===== src/rtl/irigb_bcd_sched_pkg.sv =====
// irigb_pkg: shared types, constants and helpers for the IRIG-B BCD scheduler.
//   state_t  - scheduler FSM states
//   op_t     - order in which fields pass through the shared divider
//   field limits used by the snapshot range check
//   in_range / bcd_value helpers
package irigb_pkg;

   typedef enum logic [1:0] {IDLE, ISSUE, WAIT, COMMIT} state_t;

   typedef enum logic [2:0] {
      OP_YEAR, OP_DAY, OP_HOUR, OP_MIN, OP_SEC, OP_DOY_LO, OP_DOY_HI
   } op_t;

   localparam int NUM_OPS = 7;
   localparam int DIV_LAT = 9;

   localparam logic [8:0] YEAR_MAX = 9'd99;
   localparam logic [8:0] DAY_MIN  = 9'd1;
   localparam logic [8:0] DAY_MAX  = 9'd31;
   localparam logic [8:0] HOUR_MAX = 9'd23;
   localparam logic [8:0] MIN_MAX  = 9'd59;
   localparam logic [8:0] SEC_MAX  = 9'd60;
   localparam logic [8:0] DOY_MIN  = 9'd1;
   localparam logic [8:0] DOY_MAX  = 9'd366;

   function automatic logic in_range(input logic [8:0] v, input logic [8:0] lo,
                                     input logic [8:0] hi);
      return (v >= lo) && (v <= hi);
   endfunction

   // 12 bits so that a bad hundreds digit cannot wrap back onto a valid value
   function automatic logic [11:0] bcd_value(input logic [3:0] hund,
                                             input logic [3:0] tens,
                                             input logic [3:0] ones);
      return 12'(hund) * 12'd100 + 12'(tens) * 12'd10 + 12'(ones);
   endfunction

endpackage


===== src/rtl/irigb_bcd_sched_div10.sv =====
// bcd_div10_iter: restoring shift-subtract divide by 10, one quotient bit per
// clock. div_done pulses DIV_LAT cycles after div_start; quotient and
// remainder then hold until the next div_start.
//   clk_125m, rst       clock, async active-high reset
//   div_start           one-cycle request, dividend sampled with it
//   dividend[DIV_W-1:0] unsigned dividend
//   div_done            one-cycle completion pulse
//   quotient, remainder results
module bcd_div10_iter #(
   parameter int DIV_W   = 9,
   parameter int DIV_LAT = irigb_pkg::DIV_LAT
) (
   input  logic             clk_125m,
   input  logic             rst,
   input  logic             div_start,
   input  logic [DIV_W-1:0] dividend,
   output logic             div_done,
   output logic [DIV_W-1:0] quotient,
   output logic [3:0]       remainder
);

   // DIV_LAT must equal DIV_W: one dividend bit is consumed per cycle
   localparam int CNT_W = $clog2(DIV_LAT);

   logic [DIV_W-1:0] acc;
   logic [3:0]       rem;
   logic [CNT_W-1:0] cnt;
   logic             active;

   logic [DIV_W-1:0] src;
   logic [3:0]       rem_in;
   logic [4:0]       trial;
   logic             qbit;
   logic [3:0]       rem_next;

   // The first step runs on the start edge itself straight from the dividend,
   // which is what makes the latency DIV_LAT rather than DIV_LAT+1.
   always_comb begin
      src      = div_start ? dividend : acc;
      rem_in   = div_start ? 4'd0 : rem;
      trial    = {rem_in, src[DIV_W-1]};
      qbit     = (trial >= 5'd10);
      rem_next = qbit ? 4'(trial - 5'd10) : trial[3:0];
   end

   // acc starts as the dividend and fills with quotient bits from the right
   always_ff @(posedge clk_125m or posedge rst) begin
      if (rst) begin
         acc      <= '0;
         rem      <= '0;
         cnt      <= '0;
         active   <= 1'b0;
         div_done <= 1'b0;
      end else begin
         div_done <= 1'b0;
         if (div_start || active) begin
            acc <= {src[DIV_W-2:0], qbit};
            rem <= rem_next;
         end
         if (div_start) begin
            active <= 1'b1;
            cnt    <= CNT_W'(DIV_LAT - 1);
         end else if (active) begin
            if (cnt == CNT_W'(1)) begin
               active   <= 1'b0;
               div_done <= 1'b1;
               cnt      <= '0;
            end else begin
               cnt <= cnt - CNT_W'(1);
            end
         end
      end
   end

   assign quotient  = acc;
   assign remainder = rem;

endmodule


===== src/rtl/irigb_bcd_sched.sv =====
// irigb_bcd_sched: converts one second's binary time fields to packed BCD
// through a single shared iterative divide-by-10, committing all outputs at
// once. A conversion takes 71 cycles after the start edge.
//   clk_125m, rst            clock, async active-high reset
//   start                    request; fields are snapshotted on this edge
//   *_bin                    binary fields (year, day, hour, min, sec, doy)
//   busy                     conversion in progress
//   done                     one-cycle pulse, BCD outputs valid from here
//   range_err                pulse with done; outputs were not updated
//   overrun                  start seen while busy (ignored)
//   *_bcd                    packed BCD results
// Build option: define IRIGB_BCD_CHECK_EN to reconstruct every field from its
// BCD digits before commit and reject the update on any disagreement.
module irigb_bcd_sched #(
   parameter int DIV_W   = 9,
   parameter int DIV_LAT = 9
) (
   input  logic        clk_125m,
   input  logic        rst,
   input  logic        start,
   input  logic [6:0]  year_bin,
   input  logic [4:0]  day_bin,
   input  logic [4:0]  hour_bin,
   input  logic [5:0]  min_bin,
   input  logic [5:0]  sec_bin,
   input  logic [8:0]  doy_bin,
   output logic        busy,
   output logic        done,
   output logic        range_err,
   output logic        overrun,
   output logic [7:0]  year_bcd,
   output logic [7:0]  day_bcd,
   output logic [7:0]  hour_bcd,
   output logic [7:0]  min_bcd,
   output logic [7:0]  sec_bcd,
   output logic [11:0] doy_bcd
);

   import irigb_pkg::*;

   state_t state;
   op_t    op;

   logic [6:0] year_s;
   logic [4:0] day_s, hour_s;
   logic [5:0] min_s, sec_s;
   logic [8:0] doy_s;

   logic [7:0]       year_sh, day_sh, hour_sh, min_sh, sec_sh;
   logic [3:0]       doy_ones_sh;
   logic [DIV_W-1:0] doy_q;

   logic             div_start, div_done;
   logic [DIV_W-1:0] div_dividend, div_quot;
   logic [3:0]       div_rem;

   logic        range_ok, commit_err;
   logic [11:0] final_doy;

   bcd_div10_iter #(.DIV_W(DIV_W), .DIV_LAT(DIV_LAT)) u_div (
      .clk_125m  (clk_125m),
      .rst       (rst),
      .div_start (div_start),
      .dividend  (div_dividend),
      .div_done  (div_done),
      .quotient  (div_quot),
      .remainder (div_rem)
   );

   assign div_start = (state == ISSUE);
   assign busy      = (state != IDLE);
   // Same-cycle rejection so the requester sees the overrun with its start
   assign overrun   = start && busy;

   // DOY_HI reuses the DOY_LO quotient, so the day-of-year is two divisions
   always_comb begin
      div_dividend = '0;
      case (op)
         OP_YEAR:   div_dividend = DIV_W'(year_s);
         OP_DAY:    div_dividend = DIV_W'(day_s);
         OP_HOUR:   div_dividend = DIV_W'(hour_s);
         OP_MIN:    div_dividend = DIV_W'(min_s);
         OP_SEC:    div_dividend = DIV_W'(sec_s);
         OP_DOY_LO: div_dividend = DIV_W'(doy_s);
         OP_DOY_HI: div_dividend = doy_q;
         default:   div_dividend = '0;
      endcase
   end

   always_comb begin
      range_ok = in_range(9'(year_s), 9'd0, YEAR_MAX)
              && in_range(9'(day_s), DAY_MIN, DAY_MAX)
              && in_range(9'(hour_s), 9'd0, HOUR_MAX)
              && in_range(9'(min_s), 9'd0, MIN_MAX)
              && in_range(9'(sec_s), 9'd0, SEC_MAX)
              && in_range(doy_s, DOY_MIN, DOY_MAX);
   end

   // The last division result is folded straight into the commit rather than
   // passing through the shadow registers first.
   assign final_doy = {div_quot[3:0], div_rem, doy_ones_sh};

`ifdef IRIGB_BCD_CHECK_EN
   logic recon_ok;

   always_comb begin
      recon_ok = (bcd_value(4'd0, year_sh[7:4], year_sh[3:0]) == 12'(year_s))
              && (bcd_value(4'd0, day_sh[7:4], day_sh[3:0]) == 12'(day_s))
              && (bcd_value(4'd0, hour_sh[7:4], hour_sh[3:0]) == 12'(hour_s))
              && (bcd_value(4'd0, min_sh[7:4], min_sh[3:0]) == 12'(min_s))
              && (bcd_value(4'd0, sec_sh[7:4], sec_sh[3:0]) == 12'(sec_s))
              && (bcd_value(final_doy[11:8], final_doy[7:4], final_doy[3:0])
                  == 12'(doy_s));
   end

   assign commit_err = !range_ok || !recon_ok;
`else
   assign commit_err = !range_ok;
`endif

   // Scheduler. The output registers load on the edge that enters COMMIT so
   // that done and the new values are visible together during COMMIT.
   always_ff @(posedge clk_125m or posedge rst) begin
      if (rst) begin
         state       <= IDLE;
         op          <= OP_YEAR;
         year_s      <= '0;
         day_s       <= '0;
         hour_s      <= '0;
         min_s       <= '0;
         sec_s       <= '0;
         doy_s       <= '0;
         year_sh     <= '0;
         day_sh      <= '0;
         hour_sh     <= '0;
         min_sh      <= '0;
         sec_sh      <= '0;
         doy_ones_sh <= '0;
         doy_q       <= '0;
         done        <= 1'b0;
         range_err   <= 1'b0;
         year_bcd    <= '0;
         day_bcd     <= '0;
         hour_bcd    <= '0;
         min_bcd     <= '0;
         sec_bcd     <= '0;
         doy_bcd     <= '0;
      end else begin
         done      <= 1'b0;
         range_err <= 1'b0;
         case (state)
            IDLE: begin
               if (start) begin
                  year_s <= year_bin;
                  day_s  <= day_bin;
                  hour_s <= hour_bin;
                  min_s  <= min_bin;
                  sec_s  <= sec_bin;
                  doy_s  <= doy_bin;
                  op     <= OP_YEAR;
                  state  <= ISSUE;
               end
            end
            ISSUE: state <= WAIT;
            WAIT: begin
               if (div_done) begin
                  case (op)
                     OP_YEAR:   year_sh <= {div_quot[3:0], div_rem};
                     OP_DAY:    day_sh  <= {div_quot[3:0], div_rem};
                     OP_HOUR:   hour_sh <= {div_quot[3:0], div_rem};
                     OP_MIN:    min_sh  <= {div_quot[3:0], div_rem};
                     OP_SEC:    sec_sh  <= {div_quot[3:0], div_rem};
                     OP_DOY_LO: begin
                        doy_ones_sh <= div_rem;
                        doy_q       <= div_quot;
                     end
                     default: ;
                  endcase
                  if (op == op_t'(NUM_OPS - 1)) begin
                     if (!commit_err) begin
                        year_bcd <= year_sh;
                        day_bcd  <= day_sh;
                        hour_bcd <= hour_sh;
                        min_bcd  <= min_sh;
                        sec_bcd  <= sec_sh;
                        doy_bcd  <= final_doy;
                     end
                     done      <= 1'b1;
                     range_err <= commit_err;
                     state     <= COMMIT;
                  end else begin
                     op    <= op_t'(op + 3'd1);
                     state <= ISSUE;
                  end
               end
            end
            COMMIT: state <= IDLE;
            default: state <= IDLE;
         endcase
      end
   end

endmodule


===== config.mk =====
export PLATFORM = sky130hd
export DESIGN_NAME = irigb_bcd_sched
export DESIGN_NICKNAME = d
export VERILOG_FILES = /design/src/rtl/irigb_bcd_sched_pkg.sv /design/src/rtl/irigb_bcd_sched_div10.sv /design/src/rtl/irigb_bcd_sched.sv
export SDC_FILE = /design/constraint.sdc
export NUM_CORES = 1
export LEC_CHECK = 0
export BUFFER_PORTS_ARGS = -buffer_cell sky130_fd_sc_hd__buf_2
export CORE_AREA = 5 5 127 129
export CTS_BUF_LIST = sky130_fd_sc_hd__clkbuf_8
export DETAILED_ROUTE_END_ITERATION = 6
export DIE_AREA = 0 0 132 134
export GPL_ROUTABILITY_DRIVEN = 0
export PLACE_DENSITY = 0.67
export SYNTH_ARGS = -nofsm -noshare
export SYNTH_HDL_FRONTEND = slang
export SYNTH_SLANG_ARGS = --single-unit
export TNS_END_PERCENT = 30

===== constraint.sdc =====
create_clock -name clk_125m -period 5.6 [get_ports clk_125m]
set_input_delay 0 -clock clk_125m [delete_from_list [all_inputs] [get_ports clk_125m]]
set_output_delay 0 -clock clk_125m [all_outputs]
set_load 0.02 [all_outputs]

==> results of run 1 <==
-- cell usage after synthesis (all sizes together) (5+ instances only) --
cell type,instances,area share
clkbuf,10,0.0051
nand2b,5,0.0043
a22oi,10,0.010
inv,16,0.0082
nor2b,6,0.0062
o22a,6,0.0072
mux2,141,0.24
ha,8,0.014
nand3,5,0.0058
buf,18,0.016
dfrtp,169,0.58
nor2,14,0.0072
nand2,35,0.018
o21ai,23,0.016
a21oi,18,0.012
-- area by class of cell --
type | instances | area (um^2)
Clock inverter | 12 | 112.6
Timing Repair Buffer | 137 | 885.9
Inverter | 16 | 65.06
Clock buffer | 20 | 275.3
Sequential cell | 169 | 4229
Tap cell | 188 | 235.2
Fill cell | 1149 | 6259
Multi-Input combinational cell | 317 | 2859
-- power by group --
group / internal, mW / switching (mW)
registers: 1.49 / 0.289
clock network: 0.392 / 0.445
logic: 0.474 / 0.443
total: 2.35 / 1.18
-- stage by stage --
stage / total power, mW / hold WS, ns / area [um^2]
after detailed placement: 2.697 / 0.2273 / 7884
after global routing: 3.749 / 0.1879 / 8662
after CTS: 3.564 / 0.1313 / 8662
after floorplan: 2.420 / 0.1168 / 7295
final: 3.530 / 0.1496 / 8662
after global placement: 2.658 / 0.2223 / 7884
-- path summary, 6_finish.rpt --
check	start	endpoint	slack, ns	cells past startpoint
min in group asynchronous	rst	min_bcd[7]	0.29	3
max in group asynchronous	rst	doy_s[4]	3.97	4
setup / recovery	op[0]	doy_bcd[7]	2.45	6
hold reg to reg	doy_q[1]	doy_q[1]	0.49	2
setup reg to reg	op[0]	doy_bcd[7]	2.45	6
hold / removal	start	doy_s[8]	0.15	4
-- what timing repair did --
action / in CTS / in global routing
setup endpoints to repair: 0 / 0
endpoints found under the hold margin: 144 / 0
hold buffers: 39 / 0
-- layer usage --
layer  track usage  share of wire  wire [um]
met5             0              0          0
met4       0.05200         0.0092        138
met3       0.04464          0.043        648
met2        0.2908           0.50       7431
met1        0.2417           0.45       6783
-- cells by family after synthesis --
family | Yosys count | share of synthesized area
DFF | 169 | 0.5798
and+or+nand+nor | 85 | 0.05969
adders and majority gates | 8 | 0.01372
buffers and inverters | 44 | 0.02933
muxes | 141 | 0.2434
xor gates and xnor gates | 1 | 0.001201
AOI/OAI and AO/OA | 82 | 0.07290
-- flip-flops by register name (all words and copies together), names as in the netlist, 4 cells and up --
register         cells
hour_bcd             8
u_div.remainder      4
sec_sh               8
year_s               7
min_sh               8
hour_s               5
year_bcd             8
min_s                6
year_sh              8
u_div.cnt            4
hour_sh              8
doy_bcd             12
sec_bcd              8
day_s                5
doy_ones_sh          4
doy_s                9
min_bcd              8
sec_s                6
u_div.quotient       9
day_bcd              8
day_sh               8
doy_q                9
-- worst min-delay path, cell delays in order --
cell	delay, ns
buf_2	0.10
inv_1	0.08
nor2_4	0.18
o21ai_0	0.19
==> impl_metrics.tcl, run 1 <==
set metrics [dict create \
    outcome "complete, no violations" \
    fin_crit_sh 0.5633 \
    coreArea_um2 14920 \
    vias 4590 \
    timing.fmax_mhz 317.0 \
    power.density_nw_per_um2 407.5 \
    clkSlewWorstSetupHoldPaths_ns 0.09 \
    clk_latency_ns 0.46 \
    ys_ff_latch 169 \
    routedWlPerCell_um 17.46 \
    drt_iter0_drc 227 \
    path_max_fanout 52 \
    hold_viol 0 \
    dpl.cell_count 788 \
    syn_avg_cell_area_um2 13.76 \
    final_cell_mix "dfrtp_1, buf_2, mux2_2" \
    crit_buf_inv 1 \
    num_io_pins 97 \
    dieArea_um2 17690 \
    hpwlAfterDp_um 10070 \
    setup_violations 0 \
    max_stage_delay_ns 0.78 \
    fin_skew_ns 0.01077 \
    place_ws_ns 2.488 \
    cts-root-buf "clkbuf_8" \
    synth_flop_cell "dfrtp_1" \
    routed_wl_um 15000 \
    maxCapViolations 0 \
    yosys_warnings 0 \
    grt_pass1_wl_um 25740 \
    antenna_found_initial 0 \
    dr.pass1.iters 4 \
    drive_gt1_frac 0.4173 \
    insertedDiodeCount 0 \
    cts_tree "built" \
    finalSetupTns_ns 0 \
    die_h_um 134 \
    rsz0062_at_grt "no" \
    rows 45 \
    synthArstFlopShare 1.000 \
    synthCells 530 \
    clock-sinks 169 \
    nets 707 \
    fin_cells 859 \
    ys_types 48 \
    netlist_area_um2 7294 \
    grt_overflow 0 \
    syn_nets 579 \
    worstSetupEndpointType "register" \
    timing.final.crit_period_ns 3.154 \
    start_util 0.4889 \
    hold_class "in -> reg" \
    worstPathRequired_ns 5.93 \
    fin_util 0.5805 \
    max-clock-path-buffers 2 \
    cts_resized 0 \
    cts_buffers 17 \
    startpoint_type "register" \
    synthToLayoutAreaGrowth_pct 18.75 \
    path_cells "inv_1, ha_1, nand2_1, nor2_1, nand3_4, mux2_4" \
    crit_type "reg -> reg" \
    synth_edf_count 0 \
    worst_slack_ns 2.446 \
    grt_pass1_vias 4855 \
    gr-usage-all-layers 0.1795 \
    via_per_inst 5.343 \
    maxSlewHeadroom 0.2867 \
    worst_pin_slew_ns 1.067 \
    cts_setup_buffers 0 \
    port_buffers 96 \
    worstPathArrival_ns 3.49 \
    grt_max_degree 108 \
    critPathTopFamily "simple AND/OR/NAND/NOR gates" \
    die_w_um 132 \
    power_leakage_nw 4.402 \
    yosysSeqAreaShare 0.5798 \
    slowest_stage "nand3_4" \
    final_common_cell "dfrtp_1" \
    cts_max_level 4 \
    vdd_ir_drop_max_v 0.0002612 \
    drv_slew 0 \
    ant_nets 0 \
    drc_errors 0 \
]
No activity file was read; power rests on OpenSTA's default activity.
==> run 2, diff against run 1 <==
==> constraint.sdc (replaced) <==
create_clock -name clk_125m -period 3 [get_ports clk_125m]
set_input_delay 0 -clock clk_125m [delete_from_list [all_inputs] [get_ports clk_125m]]
set_output_delay 0 -clock clk_125m [all_outputs]
set_load 0.02 [all_outputs]
==> run 2 against run 1 <==
Net effect:
- total power grew 96%
- combinational power grew 95%
- core utilization grew 0.86 points
- die area is the same
- critical path depth grew 1
- global-route usage is essentially flat
- largest power group unchanged
- highest routed layer unchanged
==> impl_metrics.tcl, run 2 (synthesis results as in run 1) <==
set metrics [dict create \
    outcome "complete, no violations" \
    die_h_um 134 \
    start_util 0.4889 \
    crit_type "reg -> reg" \
    via_per_inst 5.417 \
    post_dp_cell_area_um2 7948 \
    power_leakage_nw 4.468 \
    top_register "doy_bcd" \
    fillers 1129 \
    place_ws_ns 0.4426 \
    cts_resized 0 \
    drt_iter0_drc 244 \
    maxCapViolations 0 \
    hold_class "in -> async" \
    final_common_cell "dfrtp_1" \
    hpwlAfterDp_um 10380 \
    maxSlewHeadroom 0.3663 \
    cts_max_level 4 \
    synthToLayoutAreaGrowth_pct 20.51 \
    insertedDiodeCount 0 \
    max-clock-path-buffers 2 \
    dpl.cell_count 795 \
    worstPathArrival_ns 2.96 \
    antenna_found_initial 0 \
    cts_buffers 17 \
    drive_gt1_frac 0.4248 \
    timing.fmax_mhz 381.7 \
    pwr-share-seq 0.476 \
    path_max_fanout 52 \
    r2r_end "doy_bcd[3]" \
    startpoint_type "register" \
    vdd_ir_drop_max_v 0.0004770 \
    grt_max_degree 114 \
    routedWlPerCell_um 17.65 \
    worstPathRequired_ns 3.34 \
    dr.pass1.iters 5 \
    timing.final.crit_period_ns 2.620 \
    rr_worst_depth 7 \
    grt_pass1_wl_um 25480 \
    timing.rr.start "op[0]" \
    multi_input_area_um2 2859 \
    hold_viol 0 \
    finalInstanceArea_um2 8791 \
    p_sw_frac 0.3290 \
    nets 714 \
    gr-usage-all-layers 0.1798 \
    pwr-share-clk 0.265 \
    ctsHoldBuffers 39 \
    largest_reg_flops 12 \
    final_cell_mix "dfrtp_1, buf_2, mux2_2" \
    grt_overflow 0 \
    switching_power_mw 2.272 \
    ant_nets 0 \
    cts-root-buf "clkbuf_8" \
    port_buffers 96 \
    worst_pin_slew_ns 0.9505 \
    clk_latency_ns 0.46 \
    rows 45 \
    worstSetupEndpointType "register" \
    share_comb_of_total_power 0.259 \
    finalSetupTns_ns 0 \
    cts_setup_buffers 0 \
    grt_pass1_vias 4911 \
    reg2reg_slack_ns 0.38 \
    drc_errors 0 \
    clkSlewWorstSetupHoldPaths_ns 0.10 \
    vias 4691 \
    coreArea_um2 14920 \
    worst_slack_ns 0.3801 \
    fin_crit_sh 0.8733 \
    worst_hold_slack_ns 0.1634 \
    drv_slew 0 \
    seq_area_um2 4229 \
    power.density_nw_per_um2 785.7 \
    power.internal_mw 4.635 \
    rsz0062_at_grt "no" \
    clock-sinks 169 \
    cts_tree "built" \
    dieArea_um2 17690 \
    fin_cells 866 \
    die_w_um 132 \
    num_io_pins 97 \
    setup_violations 0 \
    fin_skew_ns 0.01680 \
    routed_wl_um 15290 \
]
## run 2: power groups by stage
stage / Combinational, mW / Clock (mW) / Sequential (mW)
after CTS: 1.79 / 1.86 / 3.29
after global routing: 2.00 / 1.96 / 3.37
after floorplan: 1.44 / 0 / 3.08
final: 1.79 / 1.83 / 3.29
after global placement: 1.68 / 0 / 3.31
after detailed placement: 1.74 / 0 / 3.34
## run 2: critical path, stage by stage (launching register included)
cell	delay (ns)
dfrtp_1	0.44
inv_1	0.11
ha_1	0.49
nand2_1	0.22
nor2_1	0.29
nand3_4	0.08
buf_4	0.40
mux2_4	0.42
## run 2: stage by stage
step | util | total power [mW]
after global routing | 0.5892 | 7.317
after CTS | 0.5892 | 6.942
after global placement | 0.5327 | 4.985
after detailed placement | 0.5327 | 5.079
after floorplan | - | 4.517
final | 0.5892 | 6.907
## run 2: layout make-up
type,count,share of cell area
Sequential cell,169,0.4811
Multi-Input combinational cell,317,0.3252
Timing Repair Buffer,144,0.1082
Clock buffer,18,0.02818
Tap cell,188,0.02676
Clock inverter,14,0.02334
Inverter,16,0.007259
## run 2: how the worst max path moves through the flow
stage,start,depth (start not counted),slack [ns],to
2_1_floorplan,rst,1,0.85,day_bcd[0]
3_3_place_gp,op[0],7,0.52,hour_bcd[0]
3_5_place_dp,op[0],7,0.44,hour_bcd[1]
4_1_cts,op[0],7,0.42,hour_bcd[0]
5_1_grt,op[0],7,0.23,doy_bcd[3]
6_report,op[0],7,0.38,doy_bcd[3]
## run 2: routing by layer
layer  share of wire  wire (um)  GRT usage  up-vias
met3           0.052        793    0.04351       22
li1                -          -          -     2152
met1            0.45       6803     0.2416     2364
met4           0.016        243    0.06171        0
met5               0          0          0        -
met2            0.49       7445     0.2883      153
